$ cat config.mk
export PLATFORM = sky130hd
export DESIGN_NAME = sample_reader
export DESIGN_NICKNAME = d
export VERILOG_FILES = /design/src/rtl/oscilo_pkg.sv /design/src/rtl/sample_reader.sv
export SDC_FILE = /design/constraint.sdc
export NUM_CORES = 1
export LEC_CHECK = 0
export BUFFER_PORTS_ARGS = -buffer_cell sky130_fd_sc_hd__buf_2
export CAP_MARGIN = 30
export CORE_MARGIN = 1.5
export CORE_UTILIZATION = 55
export CTS_BUF_LIST = sky130_fd_sc_hd__clkbuf_16
export DETAILED_ROUTE_END_ITERATION = 16
export PLACE_DENSITY = 0.8
export SETUP_SLACK_MARGIN = 0.2
export SYNTH_ARGS = -nofsm -noshare
export SYNTH_HDL_FRONTEND = slang
export SYNTH_SLANG_ARGS = --single-unit
export TNS_END_PERCENT = 5
$ cat constraint.sdc
create_clock -name clk_50mhz -period 2.7 [get_ports clk_50mhz]
set_clock_uncertainty 0.15 [all_clocks]
set_input_delay 0.54 -clock clk_50mhz [delete_from_list [all_inputs] [get_ports clk_50mhz]]
set_output_delay 0.54 -clock clk_50mhz [all_outputs]
set_load 0.1 [all_outputs]
$ cat src/rtl/oscilo_pkg.sv
// rtl/oscilo_pkg.sv - shared constants and types for the sample readout path
package oscilo_pkg;

    localparam int          DEFAULT_SAMPLE_DEPTH = 8;
    localparam logic [7:0]  DEFAULT_FRAME_MARKER = 8'hA5;

    typedef enum logic [2:0] {
        ST_IDLE,
        ST_HEADER,
        ST_FETCH,
        ST_WAIT,
        ST_SEND,
        ST_DONE
    } reader_state_t;

endpackage

$ cat src/rtl/sample_reader.sv
// rtl/sample_reader.sv - streams a captured circular frame out of sample memory
//
// Ports:
//   clk_50mhz               system clock, rising edge
//   reset                   asynchronous active-low reset
//   start, start_addr       readout request and oldest-sample address (IDLE only)
//   busy, done              non-IDLE indicator, one-cycle end-of-frame pulse
//   mem_re, mem_addr        sample memory read port (data returns next cycle)
//   mem_rdata               sample memory read data
//   tx_data, tx_valid       byte stream toward the host link
//   tx_ready                sink accept
module sample_reader
    import oscilo_pkg::*;
#(
    parameter int         SAMPLE_DEPTH = DEFAULT_SAMPLE_DEPTH,
    parameter logic [7:0] FRAME_MARKER = DEFAULT_FRAME_MARKER
) (
    input  logic                    clk_50mhz,
    input  logic                    reset,
    input  logic                    start,
    input  logic [SAMPLE_DEPTH-1:0] start_addr,
    output logic                    busy,
    output logic                    done,
    output logic                    mem_re,
    output logic [SAMPLE_DEPTH-1:0] mem_addr,
    input  logic [7:0]              mem_rdata,
    output logic [7:0]              tx_data,
    output logic                    tx_valid,
    input  logic                    tx_ready
);

    // Count carries one extra bit so the full-frame value 2^SAMPLE_DEPTH fits.
    localparam logic [SAMPLE_DEPTH:0] COUNT_ONE  = {{SAMPLE_DEPTH{1'b0}}, 1'b1};
    localparam logic [SAMPLE_DEPTH:0] COUNT_FULL = {1'b1, {SAMPLE_DEPTH{1'b0}}};

    reader_state_t           state;
    logic [SAMPLE_DEPTH-1:0] base;
    logic [SAMPLE_DEPTH:0]   count;
    logic [SAMPLE_DEPTH:0]   next_count;
    logic [SAMPLE_DEPTH-1:0] next_addr;

    // mem_re/mem_addr are registered, so they are loaded on the edge that
    // enters FETCH; the address for the next sample is therefore computed
    // from the incremented count. Truncation gives the circular wrap.
    assign next_count = count + COUNT_ONE;
    assign next_addr  = base + next_count[SAMPLE_DEPTH-1:0];

    always_ff @(posedge clk_50mhz or negedge reset) begin
        if (!reset) begin
            state    <= ST_IDLE;
            base     <= '0;
            count    <= '0;
            busy     <= 1'b0;
            done     <= 1'b0;
            mem_re   <= 1'b0;
            mem_addr <= '0;
            tx_data  <= 8'h00;
            tx_valid <= 1'b0;
        end else begin
            case (state)
                ST_IDLE: begin
                    if (start) begin
                        base     <= start_addr;
                        count    <= '0;
                        tx_data  <= FRAME_MARKER;
                        tx_valid <= 1'b1;
                        busy     <= 1'b1;
                        state    <= ST_HEADER;
                    end
                end
                ST_HEADER: begin
                    if (tx_ready) begin
                        tx_valid <= 1'b0;
                        mem_re   <= 1'b1;
                        mem_addr <= base;
                        state    <= ST_FETCH;
                    end
                end
                ST_FETCH: begin
                    mem_re <= 1'b0;
                    state  <= ST_WAIT;
                end
                ST_WAIT: begin
                    tx_data  <= mem_rdata;
                    tx_valid <= 1'b1;
                    state    <= ST_SEND;
                end
                ST_SEND: begin
                    if (tx_ready) begin
                        tx_valid <= 1'b0;
                        count    <= next_count;
                        if (next_count == COUNT_FULL) begin
                            done  <= 1'b1;
                            state <= ST_DONE;
                        end else begin
                            mem_re   <= 1'b1;
                            mem_addr <= next_addr;
                            state    <= ST_FETCH;
                        end
                    end
                end
                ST_DONE: begin
                    done  <= 1'b0;
                    busy  <= 1'b0;
                    state <= ST_IDLE;
                end
                default: begin
                    state <= ST_IDLE;
                end
            endcase
        end
    end

endmodule

==> impl_metrics.yaml, run 1 <==
hold_path:
  hp-class: "in -> async"
worst_setup_path:
  worstSetupPathType: "reg -> reg"
  r2r-end: "mem_addr[7]"
  worstReg2RegStart: "count[1]"
  crit_slowest_cell: "dfrtp_2"
  path_buf_inv: 0
  cp_top_family: "multiplexers"
  r2r_slack_ns: -0.004
  path_common_cell: "ha_4"
  worst-path-max-fanout: 4
  arrival_ns: 2.72
  cp_cell_sequence: "ha_4 > nand3_2 > xnor2_2 > ha_4 > nand3_1 > o211ai_1 > o41ai_2 > mux2i_1 > xnor2_1 > mux2_4"
  crit_path_max_incr_delay_ns: 0.42
  r2r_cells: 10
  required_ns: 2.71
  start_kind: "flip-flop"
  critPathCaptureType: "flip-flop"
yosys:
  synth_ff_type: "dfrtp_1"
  ys_seq_elements: 40
  yosysTopAreaCell: "dfrtp_1"
  synth-async-reset-ratio_pct: 100
  synth_area_leaders: "dfrtp_1, mux2_4, ha_1, nand3_1, mux2_2"
  yosysWarnings: 0
  syn_avg_cell_area_um2: 10.2
  synthCells: 217
  yosysTopAreaCellShare_pct: 45.1
  synth-edff-count: 0
  netlist_area_um2: 2220
  synth_seq_area_share_pct: 45.1
  syn-num-nets: 247
  synth_cell_type_count: 43
layout:
  layout_common_cells: "buf_2, dfrtp_1, nand2_1"
  nets: 298
  area_delta_synth_final_pct: 26.5
  drive_gt1_share_pct: 36.8
  antenna_cells: 0
  final_common_cell: "buf_2"
  final_area_um2: 2810
  final_core_util_pct: 74.5
  fillers: 235
floorplan:
  core_um2: 3770
  die_h_um: 66.5
  start_util_pct: 58.9
  die-area_um2: 4430
  ios: 40
  dieWidth_um: 66.5
  rows: 22
global_routing:
  grt_use_met1_pct: 33.6
  grt.met3_usage_pct: 5.41
  grt_pass1_wl_um: 8160
  grt_max_degree: 41
  grt_pass1_vias: 1750
  grtUsageMet2_pct: 38.8
  grt-ovfl-total: 0
  antenna_found_initial: 0
  busiest_layer: "met2"
  grt_usage_pct: 24.4
detailed_routing:
  avgRoutedWirePerCell_um: 16.2
  vias: 1816
  wl_um: 5130
  routed_via_density: 5.73
  route.detailed.drc: 0
  drtPass1Iterations: 4
  ant_nets: 0
  drtIter0Drc: 132
sta:
  relSlewSlack_pct: 43.9
  worst_pin_slew_ns: 0.842
  fin_crit_ns: 2.70
  finalCritPeriodShare_pct: 100
  slew_viol_final: 0
  fmax_ghz: 0.370
  fin_ws_ns: -0.00371
  report.final.hold_viol_count: 0
  rsz0062_at_grt: "yes"
  setup_viol: 1
placed_design:
  dpl.hpwl_um: 3270
  gp_congestion: 0.866
  portBuffers: 39
  place_area_um2: 2490
  dp_slack_ns: 0.0157
clocking:
  cts_made_buffers: 5
  tritoncts: "built"
  clkTransAtPathRegs_ns: 0.06
  clk_path_buf_depth: 2
  cts-htree-levels: 2
  clock-sinks: 40
  clkLatencyLatePin_ns: 0.28
  cts_root_buf: "clkbuf_16"
  hold_buffers: 0
flow_run:
  max_cap_viol_count: 0
run_status:
  violations: "negative setup slack"
  status: "finished, violations left"
-- worst register-to-register path: cells and delay by family, from the launching register on --
| kind | cells | cell delay [ns] |
|---|---|---|
| AOI/OAI and AO/OA | 2 | 0.51 |
| muxes | 2 | 0.58 |
| xor gates and xnor gates | 2 | 0.34 |
| adders and majority gates | 2 | 0.43 |
| and+or+nand+nor | 2 | 0.17 |
| DFF | 1 | 0.42 |
-- per-layer routing --
metal / vias up / wire (µm)
met5: - / 0
met4: 0 / 76
met3: 9 / 257
met1: 872 / 2310
met2: 57 / 2490
li1: 878 / -
-- repair_timing --
action | 4_1_cts | 5_1_grt
buffers inserted | 2 | 6
cloned | 0 | 0
endpoints found under the setup margin | 3 | 3
gates resized for setup | 1 | 16
pin swaps | 1 | 11
-- state kept, by name (all words and copies together), names as in the netlist --
register	cells
state	3
tx_data	8
mem_addr	8
count	9
mem_re	1
done	1
busy	1
base	8
tx_valid	1
-- synth_stat cells, types with 6 or more instances --
| cell type | instances |
|---|---|
| dfrtp_1 | 40 |
| ha_1 | 9 |
| o21ai_0 | 12 |
| inv_1 | 7 |
| nand3_1 | 18 |
| nor2_1 | 15 |
| nand2_1 | 24 |
| a21oi_1 | 10 |
| mux2_4 | 8 |
| mux2_2 | 8 |
| xnor2_1 | 7 |
| xor2_1 | 6 |
-- final cells by class --
| cell class | instances | area (µm²) | area share, % |
|---|---|---|---|
| Inverter | 8 | 30.0 | 1.07 |
| Multi-Input combinational cell | 160 | 1250 | 44.5 |
| Timing Repair Buffer | 53 | 300 | 10.7 |
| Tap cell | 48 | 60.1 | 2.14 |
| Sequential cell | 40 | 1010 | 35.8 |
| Clock buffer | 5 | 125 | 4.45 |
| Clock inverter | 3 | 38.8 | 1.38 |
-- through the flow --
step | setup TNS (ns) | std cells | hold WS, ns
2_1_floorplan | 0 | 217 | 0.0944
3_3_place_gp | 0 | 301 | 0.320
3_5_place_dp | 0 | 301 | 0.323
4_1_cts | 0 | 311 | 0.260
5_1_grt | -0.0696 | 317 | 0.306
6_report | -0.00371 | 317 | 0.215
-- cells by family after synthesis --
family / synth area share (%)
AOI/OAI and AO/OA: 12.9
xor gates and xnor gates: 5.13
adders and majority gates: 5.98
buffers and inverters: 3.16
DFF: 45.1
muxes: 9.92
and+or+nand+nor: 17.8
-- how the worst max path moves through the flow --
stage	startpoint	slack (ns)	to	cells past startpoint
2_1_floorplan	count[0]	0.22	mem_addr[6]	9
5_1_grt	count[0]	-0.07	mem_addr[7]	12
3_5_place_dp	count[0]	0.02	mem_addr[7]	10
3_3_place_gp	count[0]	0.13	mem_addr[7]	10
6_report	count[1]	-0.004	mem_addr[7]	10
4_1_cts	count[0]	0.08	mem_addr[7]	10
Power of run 1 is not shown: default switching activity piles up to over one toggle a cycle in this logic, so the estimate is an artifact.
==> inputs of run 2 (changes only) <==
CORE_UTILIZATION = 60   (was 55)
PLACE_DENSITY = 0.86   (was 0.8)
clock period = 3.26 ns   (was 2.7 ns; I/O delays follow)
==> run 2 against run 1 <==
Compared with the run above:
- flip-flop and latch count did not move
- the flow now finishes without violations
- critical path type unchanged
- maximum frequency shrank 3.6%
- routed wire length fell by 4.1%
==> impl_metrics.yaml, run 2 (synthesis gave the netlist of run 1 again) <==
placed_design:
  dp_slack_ns: 0.475
  portBuffers: 39
  gp_congestion: 0.909
  place_inst: 295
  dpl.hpwl_um: 3280
hold_path:
  hp-class: "in -> async"
sta:
  fmax_ghz: 0.356
  setup_tns_ns: 0
  finalCritPeriodShare_pct: 86.0
  rsz0062_at_grt: "no"
  report.final.hold_viol_count: 0
  fin_crit_ns: 2.81
  relSlewSlack_pct: 42.3
  worst_pin_slew_ns: 0.865
  slew_viol_final: 0
  fin_ws_ns: 0.455
  setup_viol: 0
detailed_routing:
  wl_um: 4920
  drtPass1Iterations: 7
  ant_nets: 0
  avgRoutedWirePerCell_um: 16.3
  drtIter0Drc: 162
  routed_via_density: 6.02
  route.detailed.drc: 0
  vias: 1819
flow_run:
  max_cap_viol_count: 0
worst_setup_path:
  worst-path-max-fanout: 5
  critPathCaptureType: "flip-flop"
  arrival_ns: 2.82
  worstSetupPathType: "reg -> reg"
  required_ns: 3.28
  start_kind: "flip-flop"
floorplan:
  core_um2: 3440
  die-area_um2: 4070
  rows: 21
  ios: 40
  dieWidth_um: 63.8
  start_util_pct: 64.5
  die_h_um: 63.8
layout:
  largest-register: "count"
  fin_cells: 302
  area_delta_synth_final_pct: 16.3
  layout_common_cells: "dfrtp_1, buf_2, nand2_1"
  largest_reg_flops: 9
  final_core_util_pct: 75.0
  drive_gt1_share_pct: 27.3
  antenna_cells: 0
  nets: 286
  final_common_cell: "dfrtp_1"
clocking:
  cts_root_buf: "clkbuf_16"
  hold_buffers: 0
  tritoncts: "built"
  clkLatencyLatePin_ns: 0.28
  cts-htree-levels: 2
  cts_made_buffers: 5
  clkTransAtPathRegs_ns: 0.06
  clock-sinks: 40
  cts_resized: 0
  clk_path_buf_depth: 2
  cts_setup_buffers: 0
global_routing:
  grt_usage_pct: 27.3
  busiest_layer: "met2"
  grtUsageMet2_pct: 42.8
  grt-ovfl-total: 0
  grt.met3_usage_pct: 6.16
  grt_pass1_wl_um: 8510
  antenna_found_initial: 0
  grt_max_degree: 41
  grt_pass1_vias: 1749
  grt_use_met1_pct: 37.4
run_status:
  status: "complete, no violations"
[run 2: changes by cell type in the layout (fill, tap and decap cells not counted), moves of 2 or more]
cell,before,now
buf_4,14,2
ha_1,6,9
dfrtp_2,4,0
dfrtp_1,36,40
a21oi_1,8,10
a21oi_2,2,0
xnor2_2,3,0
ha_4,3,0
nand3_1,16,18
xnor2_1,4,7
[run 2: critical path: stages, from the launching register on]
cell and delay [ns]:
dfrtp_1 0.42, ha_1 0.26, nand3_1 0.11, xnor2_1 0.22, ha_1 0.33, nand3_1 0.11, o211ai_1 0.11, o41ai_1 0.38
mux2i_1 0.26, xnor2_1 0.08, mux2_4 0.25
[run 2: path summary, 6_finish.rpt]
path,startpoint,end,slack [ns],depth (start not counted)
max in group asynchronous,reset,state[1],2.07,1
worst max register to register,count[0],mem_addr[7],0.45,10
min in group clk_50mhz,tx_data[0],tx_data[0],0.34,1
worst min-delay path,reset,base[5],0.34,1
worst min register to register,tx_data[0],tx_data[0],0.34,1
worst max-delay path,count[0],mem_addr[7],0.45,10
[run 2: per-stage QoR]
stage | hold WS (ns) | area [µm²]
floorplan | 0.206 | 2220
global placement | 0.321 | 2450
detailed placement | 0.323 | 2450
CTS | 0.341 | 2580
global route | 0.345 | 2580
finish | 0.336 | 2580
[run 2: area by class of cell]
class                      instances  area (µm²)
clock buffer                       5         125
clock inverter                     2        8.76
fill                             241         861
inverter                           8        30.0
multi-input combinational        160        1150
sequential                        40        1000
tap                               46        57.6
timing repair buffer              41         210
[run 2: per-layer routing]
metal	wire length, µm	up-vias	part of all wire (%)
li1	-	854	-
met1	2180	876	44
met2	2370	81	48
met3	308	8	6.3
met4	59	0	1.2
met5	0	-	0
Power of run 2 is left out for the same reason.
==> inputs of run 3 (changes only) <==
CORE_MARGIN = unset   (was 1.5)
==> run 3 against run 2 <==
Compared with the run above:
- worst setup slack got worse by 0.032 ns
- sequential share of layout area fell by 1.2 points
- flip-flop and latch count did not move
- cell count rose by 0.33%
- utilization rose by 2.4 points
- routed wire length rose by 0.45%
- die area fell by 3.1%
- highest routed layer unchanged
- maximum frequency fell by 1.1%
==> impl_metrics.yaml, run 3 (synthesis gave the netlist of run 1 again) <==
run_status:
  status: "complete, no violations"
worst_setup_path:
  path_buf_inv: 0
  worstReg2RegStart: "count[0]"
  r2r_slack_ns: 0.42
  critPathCaptureType: "flip-flop"
  setup.worst_path.start: "count[0]"
  required_ns: 3.28
  crit_path_max_incr_delay_ns: 0.42
  cp_cell_sequence: "ha_1 > nand3_1 > xnor2_1 > ha_1 > nand3_1 > o211ai_1 > o41ai_1 > mux2i_1 > xnor2_1 > mux2_4"
  crit_slowest_cell: "dfrtp_1"
  worst-path-max-fanout: 5
  arrival_ns: 2.85
  start_kind: "flip-flop"
  cp_top_family: "adder cells"
  worstSetupPathType: "reg -> reg"
layout:
  drive_gt1_share_pct: 28.0
  antenna_cells: 0
  final_common_cell: "dfrtp_1"
  nets: 286
  area_delta_synth_final_pct: 20.0
  layout_common_cells: "dfrtp_1, buf_2, nand2_1"
  largest_reg_flops: 9
  largest-register: "count"
clocking:
  cts-htree-levels: 2
  tritoncts: "built"
  clk_path_buf_depth: 2
  clock-sinks: 40
  clkLatencyLatePin_ns: 0.28
  cts_root_buf: "clkbuf_16"
  cts_resized: 0
  cts_made_buffers: 5
  cts_setup_buffers: 0
  clkTransAtPathRegs_ns: 0.06
  hold_buffers: 0
floorplan:
  ios: 40
  core_um2: 3440
  start_util_pct: 64.5
  rows: 21
  die-area_um2: 3950
  die_h_um: 62.8
  dieWidth_um: 62.8
placed_design:
  gp_congestion: 0.892
  dpl.hpwl_um: 3210
  portBuffers: 39
global_routing:
  antenna_found_initial: 0
  grt-ovfl-total: 0
  grt_max_degree: 41
  grt_pass1_vias: 1840
  grt_pass1_wl_um: 8700
  grt_usage_pct: 28.7
flow_run:
  max_cap_viol_count: 0
detailed_routing:
  vias: 1816
  avgRoutedWirePerCell_um: 16.3
  wl_um: 4940
  routed_via_density: 5.99
  route.detailed.drc: 0
  drtPass1Iterations: 4
  ant_nets: 0
  drtIter0Drc: 150
sta:
  finalCritPeriodShare_pct: 87.0
  fin_crit_ns: 2.84
  report.final.hold_viol_count: 0
  setup_viol: 0
  rsz0062_at_grt: "no"
  slew_viol_final: 0
  fmax_ghz: 0.352
  worst_pin_slew_ns: 0.847
  relSlewSlack_pct: 43.6
  setup_tns_ns: 0
hold_path:
  hp-class: "in -> async"
==> run 3: cell types whose count changed in the layout (fill, tap and decap cells not counted) <==
cell       change
clkinv_2       -1
inv_1          -1
bufinv_16      +3
==> run 3: stage by stage <==
stage / util, % / hold WS, ns / instance area [µm²] / cells / setup WS, ns
after floorplan: - / 0.206 / 2220 / 217 / 0.734
after global placement: 71.1 / 0.320 / 2450 / 295 / 0.612
after detailed placement: 71.1 / 0.327 / 2450 / 295 / 0.531
after CTS: 77.4 / 0.339 / 2660 / 303 / 0.429
after global routing: 77.4 / 0.346 / 2660 / 303 / 0.221
final: 77.4 / 0.325 / 2660 / 303 / 0.423
==> run 3: path summary, 6_finish.rpt <==
kind | to | cells past startpoint
worst max register to register | mem_addr[7] | 10
min in group clk_50mhz | tx_data[5] | 1
worst min register to register | tx_data[5] | 1
worst max-delay path | mem_addr[7] | 10
max in group asynchronous | count[8] | 1
worst min-delay path | base[5] | 1
==> run 3: area by class of cell <==
type | instances | area (µm²)
tap | 46 | 57.6
fill | 223 | 779
multi-input combinational | 160 | 1150
clock buffer | 5 | 125
clock inverter | 3 | 90.1
timing repair buffer | 41 | 210
inverter | 8 | 30.0
sequential | 40 | 1000
==> run 3: worst reg2reg max path: stages (launching register included) <==
cell      delay [ns]
dfrtp_1         0.42
ha_1            0.25
nand3_1         0.11
xnor2_1         0.24
ha_1            0.33
nand3_1         0.12
o211ai_1        0.12
o41ai_1         0.35
mux2i_1         0.28
xnor2_1         0.09
mux2_4          0.26
==> run 3: per-layer routing <==
| metal | vias up | global-route usage [%] | part of all wire [%] |
|---|---|---|---|
| met5 | - | 0 | 0 |
| met4 | 0 | 14.8 | 2.4 |
| met3 | 15 | 6.20 | 5.4 |
| met2 | 70 | 45.2 | 49 |
| met1 | 877 | 37.1 | 43 |
| li1 | 854 | - | - |
Power of run 3 is left out for the same reason.
